--- src/rtl/mesh_pkg.sv ---
// rtl/mesh_pkg.sv - shared encodings and helpers for the mesh job sequencer
package mesh_pkg;

    // Values driven onto the mesh global_state bus
    localparam logic [1:0] MS_IDLE  = 2'd0;
    localparam logic [1:0] MS_XLOAD = 2'd1;
    localparam logic [1:0] MS_ACC   = 2'd2;

    // Controller FSM state
    typedef logic [2:0] ctrl_state_t;

    localparam ctrl_state_t ST_IDLE  = 3'd0;
    localparam ctrl_state_t ST_CFG   = 3'd1;
    localparam ctrl_state_t ST_XWAIT = 3'd2;
    localparam ctrl_state_t ST_XLOAD = 3'd3;
    localparam ctrl_state_t ST_ACC   = 3'd4;
    localparam ctrl_state_t ST_OUT   = 3'd5;

    // Packs {row, col} with the row in the upper bits; caller truncates to its address width
    function automatic logic [15:0] pack_cfg_addr(input logic [7:0] row, input logic [7:0] col,
                                                  input int col_w);
        return (16'(row) << col_w) | 16'(col);
    endfunction

endpackage

--- src/rtl/mesh_phase_cnt.sv ---
// rtl/mesh_phase_cnt.sv - loadable down-counter timing the XLOAD and ACC phases
module mesh_phase_cnt #(
    parameter int W = 3
) (
    input  logic         clk,
    input  logic         rst_n,
    input  logic         load,
    input  logic [W-1:0] load_val,
    input  logic         en,
    output logic         tc
);

    logic [W-1:0] count;

    // Load on phase entry, then count down to zero while the phase runs
    always_ff @(posedge clk) begin
        if (!rst_n) begin
            count <= '0;
        end else if (load) begin
            count <= load_val;
        end else if (en && (count != '0)) begin
            count <= count - 1'b1;
        end
    end

    // A count of one marks the final cycle of the phase
    assign tc = (count == W'(1));

endmodule

--- src/rtl/mesh_seq_ctrl.sv ---
// rtl/mesh_seq_ctrl.sv - job sequencer driving weight config, x-load and accumulate phases of the PE mesh
module mesh_seq_ctrl #(
    parameter int DW           = 8,
    parameter int ROWS         = 4,
    parameter int COLS         = 4,
    parameter int ROW_W        = 2,
    parameter int COL_W        = 2,
    parameter int XLOAD_CYCLES = ROWS,
    parameter int ACC_CYCLES   = COLS + 1
) (
    input  logic                     clk,
    input  logic                     rst_n,
    input  logic                     start,
    input  logic                     skip_cfg,
    input  logic [7:0]               job_len,
    output logic                     busy,
    output logic                     done,
    input  logic                     w_valid,
    output logic                     w_ready,
    input  logic [DW-1:0]            w_data,
    input  logic                     x_valid,
    output logic                     x_ready,
    input  logic [COLS*DW-1:0]       x_data,
    output logic [1:0]               mesh_state,
    output logic [COLS*DW-1:0]       mesh_x_flat,
    output logic                     mesh_cfg_valid,
    output logic [ROW_W+COL_W-1:0]   mesh_cfg_addr,
    output logic [DW-1:0]            mesh_cfg_data,
    input  logic [ROWS*2*DW-1:0]     mesh_result_flat,
    output logic                     res_valid,
    input  logic                     res_ready,
    output logic [ROWS*2*DW-1:0]     res_data
);

    import mesh_pkg::*;

    localparam int AW     = ROW_W + COL_W;
    localparam int PH_MAX = (XLOAD_CYCLES > ACC_CYCLES) ? XLOAD_CYCLES : ACC_CYCLES;
    localparam int PH_W   = $clog2(PH_MAX + 1);

    ctrl_state_t          state;
    logic [7:0]           vec_total;
    logic [7:0]           vec_cnt;
    logic [ROW_W-1:0]     row_cnt;
    logic [COL_W-1:0]     col_cnt;
    logic                 weights_loaded;
    logic [COLS*DW-1:0]   x_reg;

    logic                 ph_load;
    logic [PH_W-1:0]      ph_load_val;
    logic                 ph_en;
    logic                 ph_tc;

    logic                 cfg_beat;
    logic                 last_beat;
    logic                 x_take;
    logic                 res_take;
    logic                 last_vec;

    assign cfg_beat  = (state == ST_CFG) && w_valid;
    assign last_beat = cfg_beat && (row_cnt == ROW_W'(ROWS - 1)) && (col_cnt == COL_W'(COLS - 1));
    assign x_take    = (state == ST_XWAIT) && x_valid;
    assign res_take  = (state == ST_OUT) && res_ready;
    assign last_vec  = ((vec_cnt + 8'd1) == vec_total);

    // Weight beats pass straight through to the mesh config bus in the same cycle
    assign w_ready        = (state == ST_CFG);
    assign mesh_cfg_valid = cfg_beat;
    assign mesh_cfg_data  = cfg_beat ? w_data : '0;
    assign mesh_cfg_addr  = cfg_beat ? AW'(pack_cfg_addr(8'(row_cnt), 8'(col_cnt), COL_W)) : '0;

    assign busy        = (state != ST_IDLE);
    assign x_ready     = (state == ST_XWAIT);
    assign mesh_x_flat = (state == ST_XLOAD) ? x_reg : '0;
    assign res_valid   = (state == ST_OUT);
    assign done        = res_take && last_vec;

    // Map controller state onto the mesh global_state encoding
    always_comb begin
        mesh_state = MS_IDLE;
        case (state)
            ST_XLOAD: mesh_state = MS_XLOAD;
            ST_ACC:   mesh_state = MS_ACC;
            default:  mesh_state = MS_IDLE;
        endcase
    end

    // Reload the phase counter on entry to XLOAD and on entry to ACC
    always_comb begin
        ph_load     = 1'b0;
        ph_load_val = '0;
        if (x_take) begin
            ph_load     = 1'b1;
            ph_load_val = PH_W'(XLOAD_CYCLES);
        end else if ((state == ST_XLOAD) && ph_tc) begin
            ph_load     = 1'b1;
            ph_load_val = PH_W'(ACC_CYCLES);
        end
    end

    assign ph_en = (state == ST_XLOAD) || (state == ST_ACC);

    mesh_phase_cnt #(
        .W (PH_W)
    ) u_phase_cnt (
        .clk      (clk),
        .rst_n    (rst_n),
        .load     (ph_load),
        .load_val (ph_load_val),
        .en       (ph_en),
        .tc       (ph_tc)
    );

    // Job sequencing FSM with cfg counters, x latch and result capture
    always_ff @(posedge clk) begin
        if (!rst_n) begin
            state          <= ST_IDLE;
            vec_total      <= '0;
            vec_cnt        <= '0;
            row_cnt        <= '0;
            col_cnt        <= '0;
            weights_loaded <= 1'b0;
            x_reg          <= '0;
            res_data       <= '0;
        end else begin
            case (state)
                ST_IDLE: begin
                    if (start) begin
                        vec_total <= (job_len == 8'd0) ? 8'd1 : job_len;
                        vec_cnt   <= '0;
                        state     <= (!skip_cfg || !weights_loaded) ? ST_CFG : ST_XWAIT;
                    end
                end
                ST_CFG: begin
                    if (last_beat) begin
                        weights_loaded <= 1'b1;
                        row_cnt        <= '0;
                        col_cnt        <= '0;
                        state          <= ST_XWAIT;
                    end else if (cfg_beat) begin
                        if (col_cnt == COL_W'(COLS - 1)) begin
                            col_cnt <= '0;
                            row_cnt <= row_cnt + 1'b1;
                        end else begin
                            col_cnt <= col_cnt + 1'b1;
                        end
                    end
                end
                ST_XWAIT: begin
                    if (x_valid) begin
                        x_reg <= x_data;
                        state <= ST_XLOAD;
                    end
                end
                ST_XLOAD: begin
                    if (ph_tc) begin
                        state <= ST_ACC;
                    end
                end
                ST_ACC: begin
                    if (ph_tc) begin
                        res_data <= mesh_result_flat;
                        state    <= ST_OUT;
                    end
                end
                ST_OUT: begin
                    if (res_ready) begin
                        vec_cnt <= vec_cnt + 8'd1;
                        state   <= last_vec ? ST_IDLE : ST_XWAIT;
                    end
                end
                default: state <= ST_IDLE;
            endcase
        end
    end

endmodule

--- config.mk ---
export PLATFORM = sky130hd
export DESIGN_NAME = mesh_seq_ctrl
export DESIGN_NICKNAME = d
export VERILOG_FILES = /design/src/rtl/mesh_pkg.sv /design/src/rtl/mesh_phase_cnt.sv /design/src/rtl/mesh_seq_ctrl.sv
export SDC_FILE = /design/constraint.sdc
export NUM_CORES = 1
export LEC_CHECK = 0
export ABC_AREA = 1
export CORE_MARGIN = 5
export CORE_UTILIZATION = 39
export CTS_BUF_LIST = sky130_fd_sc_hd__clkbuf_2
export CTS_CLUSTER_SIZE = 28
export DETAILED_ROUTE_END_ITERATION = 8
export GPL_ROUTABILITY_DRIVEN = 0
export HOLD_SLACK_MARGIN = 0.03
export PLACE_DENSITY_LB_ADDON = 0.25
export REMOVE_ABC_BUFFERS = 1
export SLEW_MARGIN = 20
export SYNTH_ARGS = -nofsm -noshare
export SYNTH_HDL_FRONTEND = slang
export SYNTH_HIERARCHICAL = 1
export SYNTH_SLANG_ARGS = --single-unit
--- constraint.sdc ---
create_clock -name clk -period 1.84 [get_ports clk]
set_input_delay 0.368 -clock clk [delete_from_list [all_inputs] [get_ports clk]]
set_output_delay 0.368 -clock clk [all_outputs]
set_load 0.03 [all_outputs]
==> flow_metrics.py, run 1 <==
metrics = {
    "outcome": {
        "outcome": "finished with violations",
        "violations": "setup timing",
    },
    "sta": {
        "fin_crit_ns": 2.540,
        "fmax_mhz": 393.7,
        "fin_crit_sh_pct": 138.0,
        "setup_ws_ns": -0.6998,
        "drv_slew": 0,
        "hold_slack_ns": 0.2184,
        "hold_viol_final": 0,
        "rsz0062_at_grt": "true",
        "finClkSkew_ns": 0.03174,
        "finalSetupViolCount": 55,
    },
    "clock_tree": {
        "cts_max_level": 4,
        "cts_inserted_buffers": 17,
        "cts.sinks": 123,
        "insertion_delay_ns": 0.70,
        "cts_tree": "yes",
        "cts-root-buf": "clkbuf_2",
        "clockBufferDepth": 2,
        "clkTransAtPathRegs_ns": 0.19,
        "holdBufCountCts": 0,
    },
    "logic_synthesis": {
        "syn_area_per_cell_um2": 7.175,
        "yosysMostFrequentCell": "nand2_1",
        "synth_xor_area_share_pct": 0.3326,
        "synth_flop_cell": "dfxtp_1",
        "ys_seq_area_share_pct": 46.76,
        "synth_edf_count": 0,
        "yosys_warnings": 6,
        "netlist_instances": 734,
        "synth_fa_ha_area_share_pct": 1.663,
        "synth_top_family_by_area": "simple AND/OR/NAND/NOR gates",
        "synth_top_area_cell": "dfxtp_1",
        "ys_types": 31,
        "yosys-top-cells-area": "dfxtp_1 (47%), a21oi_1 (11%), nand2_1 (9.6%)",
        "synthSimpleGateAreaFrac_pct": 24.95,
        "synth_top_cell_area_share_pct": 46.76,
        "yosys-top-cells-count": "nand2_1 (134), dfxtp_1 (123), a21oi_1 (121), nand3_1 (87), inv_1 (72)",
        "synth-compound-area-share_pct": 17.03,
        "synth_seq_cells": 123,
        "ys_async_sr_fraction_pct": 0,
        "synth.area.mux_share_pct": 0,
        "syn_area_um2": 5266,
    },
    "placement": {
        "postPlaceCellArea_um2": 7780,
        "place_hpwl_mm": 11.50,
        "port_buffers": 234,
    },
    "power_and_ir_drop": {
        "power_frac_seq_pct": 36.8,
        "pwr-share-comb_pct": 40.6,
        "switching_share_pct": 37.25,
        "intPower_mw": 5.205,
        "leakagePower_nw": 3.599,
        "power_density_nw_per_um2": 879.3,
        "p_sw_mw": 3.089,
        "pwr-share-clk_pct": 22.5,
        "peakVddDrop_mv": 0.7090,
    },
    "critical_path": {
        "worstReg2RegStart": "state[2]$_SDFFE_PN0P_",
        "crit_chain": "buf_6 -> nand2_4 -> nor2_4 -> nand3_2 -> nand3_1 -> nand2_1 -> nor2_1 -> nand3_1 -> nor2_1 -> buf_4",
        "worst-r2r-setup-slack_ns": -0.17,
        "worst-path-buf-inv": 2,
        "r2r_end": "state[0]$_SDFFE_PN0P_",
        "worstPathArrival_ns": 2.17,
        "critPathCaptureType": "output pin",
        "critical-path-top-delay-family": "simple AND/OR/NAND/NOR gates",
        "required_ns": 1.47,
        "ff2ff_path_depth": 12,
        "slowest_delay_ns": 0.41,
        "critPathMaxFanout": 6,
        "startpoint_type": "register",
        "worstSetupEndpoint": "done",
        "cp.depth": 10,
        "cp_slowest_cell": "dfxtp_4",
        "crit_type": "register to output pin",
        "worstSetupStartpoint": "vec_cnt[1]$_SDFFE_PN0P_",
    },
    "cells_and_area": {
        "final_nets": 1145,
        "nFillCells": 991,
        "largest_register_ffs": 64,
        "final_core_util_pct": 71.23,
        "insertedDiodeCount": 0,
        "drive_gt1_share_pct": 33.17,
        "final_cell_area_um2": 9433,
        "area_growth_pct": 79.12,
    },
    "global_route": {
        "grt_max_degree": 66,
        "grt_pass1_vias": 5935,
        "grt_usage_pct": 22.79,
        "grt_overflow_total": 0,
        "antenna_found_initial": 0,
        "grt_pass1_wl_mm": 29.41,
    },
    "drt": {
        "first_pass_iters": 5,
        "routed_wirelength_mm": 20.97,
        "first_iter_violations": 306,
        "wl_per_cell_um": 17.37,
        "drc_errors": 0,
        "antenna_left": 0,
        "num_vias": 6116,
        "via_per_inst": 5.067,
    },
    "floorplanning": {
        "die_h_um": 126.2,
        "rows": 42,
        "coreArea_um2": 13240,
        "die_area_um2": 15930,
        "start_util_pct": 39.77,
        "die_w_um": 126.2,
        "ioPinCount": 235,
    },
    "hold_path": {
        "min_path_cells": 3,
        "hold_class": "input port to register",
    },
    "job": {
        "drv_cap": 0,
    },
}
[routing by layer]
metal  vias to the layer above  global-route usage [%]  share of wire, %
met2                       251                   40.91                53
met1                      2846                   24.17                37
li1                       2960                       -                 -
met3                        59                   8.298               7.0
met4                         0                   9.211               3.7
met5                         -                       0                 0
[worst reg2reg max path: cells and delay by family (launching register included)]
kind	cells	cell delay, ns
DFF	1	0.39
buffers and inverters	4	0.48
and+or+nand+nor	6	0.90
AOI/OAI and AO/OA	2	0.17
[cell usage in the layout, fill, tap and decap left out, types with 5 or more instances in the layout]
master	n
buf_12	12
nand3_1	77
dfxtp_1	116
clkbuf_2	19
buf_6	68
buf_4	42
buf_2	25
clkdlybuf4s50_1	118
inv_1	67
clkinv_1	5
nor2_4	55
nand2_2	15
a21oi_1	119
nand2_4	10
ha_1	6
nand2_1	114
o21ai_1	5
dfxtp_4	6
nor2_1	14
clkdlybuf4s15_2	37
o21ai_0	39
nand3_2	8
[cell families after synthesis]
group           Yosys count
simple gates            303
compound gates          175
buf+inv                 123
flops                   123
fa+ha+maj                 7
xor+xnor                  2
other cells               1
[power by group through the flow]
stage | combinational, mW | clock, mW | sequential (mW)
after detailed placement | 2.23 | 0 | 3.10
after floorplan | 1.21 | 0 | 3.14
after CTS | 2.94 | 1.88 | 3.04
final | 3.37 | 1.87 | 3.05
after global routing | 3.56 | 2.03 | 3.07
after global placement | 2.21 | 0 | 3.09
[per-stage QoR]
step | power, mW | setup slack (ns) | TNS, ns | cells
2_1_floorplan | 4.350 | -2.864 | -203.30 | 690
3_3_place_gp | 5.299 | 0.007338 | 0 | 1123
3_5_place_dp | 5.332 | -0.02611 | -0.04804 | 1123
4_1_cts | 7.859 | -0.7485 | -27.14 | 1206
5_1_grt | 8.656 | -0.8867 | -28.73 | 1207
6_report | 8.294 | -0.6998 | -22.31 | 1207
[worst min-delay path by stage]
| stage | start | end | slack [ns] |
|---|---|---|---|
| finish | mesh_result_flat[62] | res_data[62]$_SDFFE_PN0P_ | 0.22 |
| global route | mesh_result_flat[36] | res_data[36]$_SDFFE_PN0P_ | 0.16 |
| CTS | mesh_result_flat[62] | res_data[62]$_SDFFE_PN0P_ | 0.14 |
| detailed placement | x_reg[24]$_SDFFE_PN0P_ | x_reg[24]$_SDFFE_PN0P_ | 0.44 |
| global placement | x_reg[6]$_SDFFE_PN0P_ | x_reg[6]$_SDFFE_PN0P_ | 0.44 |
| floorplan | x_reg[0]$_SDFFE_PN0P_ | x_reg[0]$_SDFFE_PN0P_ | 0.43 |
[what timing repair did]
action / CTS / global route
setup buffers: 45 / 17
pin swaps: 22 / 36
resized for setup: 374 / 160
cloned: 7 / 1
setup endpoints to repair: 119 / 114
[final cells by class]
type	instances	area (um^2)	share of cell area, %
clock inverters	12	153.9	1.632
well taps	176	220.2	2.335
inverters	79	329.1	3.489
multi-input cells	490	2977	31.56
flip-flops and latches	123	2486	26.36
clock buffers	19	95.09	1.008
repair buffers	308	3172	33.63
Power figures use the tool's default switching activity.
==> run 2, diff against run 1 <==
- CORE_UTILIZATION: 39 -> 43
- clock period: 1.84 -> 2.5 ns (I/O delays scaled with it)
==> run 2 against run 1 <==
Effect of this change:
- the flow still finishes with violations (setup timing)
- clock power decreased by 28%
- utilization decreased by 2.2 points
- highest routed layer unchanged
- hold slack improved by 0.16 ns
- wire length decreased by 20%
- first-iteration DRC count increased by 43%
- sequential power decreased by 27%
- via count decreased by 7.7%
- total power decreased by 38%
- worst setup slack improved by 0.47 ns
==> flow_metrics.py, run 2 (synthesis gave the netlist of run 1 again) <==
metrics = {
    "critical_path": {
        "ff2ff_path_depth": 21,
        "worstReg2RegStart": "vec_cnt[1]$_SDFFE_PN0P_",
        "startpoint_type": "register",
        "critPathCaptureType": "register",
        "r2r_end": "vec_cnt[6]$_SDFFE_PN0P_",
        "critPathMaxFanout": 4,
        "required_ns": 3.07,
        "worstPathArrival_ns": 3.30,
        "crit_type": "register to register",
        "worst-r2r-setup-slack_ns": -0.23,
    },
    "hold_path": {
        "worstHoldStart": "mesh_result_flat[10]",
        "holdPathEnd": "res_data[10]$_SDFFE_PN0P_",
        "hold_class": "input port to register",
        "min_path_cells": 3,
    },
    "sta": {
        "finClkSkew_ns": 0.02177,
        "finalSetupViolCount": 2,
        "drv_slew": 0,
        "setup_ws_ns": -0.2321,
        "fin_crit_ns": 2.732,
        "fin_crit_sh_pct": 109.3,
        "hold_viol_final": 0,
        "maxSlewHeadroom_pct": 55.40,
        "fmax_mhz": 366.0,
        "rsz0062_at_grt": "true",
        "fin_setup_tns_ns": -0.4637,
        "worst-slew-pin-transition_ns": 0.6689,
    },
    "clock_tree": {
        "clockBufferDepth": 2,
        "clkTransAtPathRegs_ns": 0.17,
        "cts.sinks": 123,
        "cts_inserted_buffers": 17,
        "cts-root-buf": "clkbuf_2",
        "cts_max_level": 4,
        "holdBufCountCts": 0,
        "cts_tree": "yes",
        "insertion_delay_ns": 0.67,
    },
    "cells_and_area": {
        "insertedDiodeCount": 0,
        "final_nets": 1103,
        "nFillCells": 1047,
        "final_cells": 1135,
        "drive_gt1_share_pct": 16.50,
        "area_growth_pct": 57.45,
        "largest_register_ffs": 64,
        "layout_common_cells": "clkdlybuf4s50_1 (182), nand2_1 (124), a21oi_1 (120)",
        "final_common_cell": "clkdlybuf4s50_1",
    },
    "outcome": {
        "outcome": "finished with violations",
        "violations": "setup timing",
    },
    "floorplanning": {
        "start_util_pct": 43.84,
        "rows": 40,
        "coreArea_um2": 12010,
        "die_area_um2": 14560,
        "die_w_um": 120.7,
        "ioPinCount": 235,
        "die_h_um": 120.7,
    },
    "power_and_ir_drop": {
        "power_density_nw_per_um2": 624.4,
        "leakagePower_nw": 3.058,
        "peakVddDrop_mv": 0.3731,
        "report.power.total_mw": 5.178,
    },
    "drt": {
        "via_per_inst": 4.972,
        "antenna_left": 0,
        "drc_errors": 0,
        "first_iter_violations": 439,
        "routed_wirelength_mm": 16.71,
        "wl_per_cell_um": 14.73,
        "num_vias": 5643,
        "first_pass_iters": 4,
    },
    "global_route": {
        "grt_busiest_layer": "met2",
        "grt_usage_pct": 21.99,
        "use_met3_pct": 9.074,
        "grt_pass1_wl_mm": 25.69,
        "grt_overflow_total": 0,
        "grt_pass1_vias": 5287,
        "met1_usage_pct": 24.62,
        "met2_usage_pct": 37.34,
        "grt_max_degree": 77,
        "antenna_found_initial": 0,
    },
    "placement": {
        "port_buffers": 234,
        "dpl_worst_slack_ns": 0.06680,
        "placed_cells": 1081,
        "place_hpwl_mm": 11.25,
    },
    "job": {
        "drv_cap": 0,
    },
}
run 2: final cells by class:
cell class	count	area, um^2	area share (%)
Inverter	79	297.8	3.591
Multi-Input combinational cell	489	2440	29.43
Clock inverter	11	152.6	1.841
Clock buffer	19	95.09	1.147
Timing Repair Buffer	267	2639	31.82
Tap cell	147	183.9	2.218
Sequential cell	123	2484	29.95
run 2: worst max-delay path: stages, from the launching register on:
cell and delay (ns):
dfxtp_4 0.39, ha_4 0.17, buf_6 0.11, nand3_4 0.09, nor2_4 0.04, nand2_2 0.07, nand2_2 0.07, buf_6 0.12
buf_4 0.12, buf_4 0.12, buf_4 0.12, buf_4 0.12, buf_4 0.12, buf_4 0.12, buf_4 0.12, buf_4 0.12
buf_4 0.12, buf_4 0.12, buf_4 0.12, buf_4 0.14, nand2_4 0.05, a21oi_2 0.05
run 2: worst max-delay path by stage:
| stage | endpoint | depth (start not counted) | startpoint | slack [ns] |
|---|---|---|---|---|
| floorplan | res_data[0]$_SDFFE_PN0P_ | 7 | u_phase_cnt/count[1]$_SDFFE_PN0P_ | -2.20 |
| global placement | mesh_cfg_data[2] | 4 | w_valid | 0.09 |
| detailed placement | mesh_cfg_data[3] | 4 | w_valid | 0.07 |
| CTS | done | 11 | vec_cnt[0]$_SDFFE_PN0P_ | -0.27 |
| global route | done | 11 | vec_cnt[1]$_SDFFE_PN0P_ | -0.42 |
| finish | vec_cnt[6]$_SDFFE_PN0P_ | 21 | vec_cnt[1]$_SDFFE_PN0P_ | -0.23 |
run 2: power breakdown:
part	total, mW	internal [mW]	switching (mW)
registers	2.24	2.14	0.101
logic	1.60	0.607	0.990
clock network	1.34	0.639	0.699
run 2: what timing repair did:
| action | 4_1_cts | 5_1_grt |
|---|---|---|
| setup endpoints to repair | 52 | 50 |
| hold endpoints to repair | 0 | 0 |
| pin swaps | 8 | 10 |
| gates cloned | 1 | 0 |
| buffers inserted | 22 | 2 |
| gates resized for setup | 159 | 43 |
run 2: routing by layer:
layer	share of wire [%]	vias to the layer above
li1	-	2876
met3	9.1	34
met4	2.5	0
met2	49	202
met5	0	-
met1	39	2531
run 2: metrics by stage:
stage,hold slack [ns],cell area (um^2),util (%)
floorplan,0.4294,5080,-
global placement,0.4388,7734,64.39
detailed placement,0.4420,7734,64.39
CTS,0.3042,8270,68.85
global route,0.3043,8292,69.03
finish,0.3834,8292,69.03
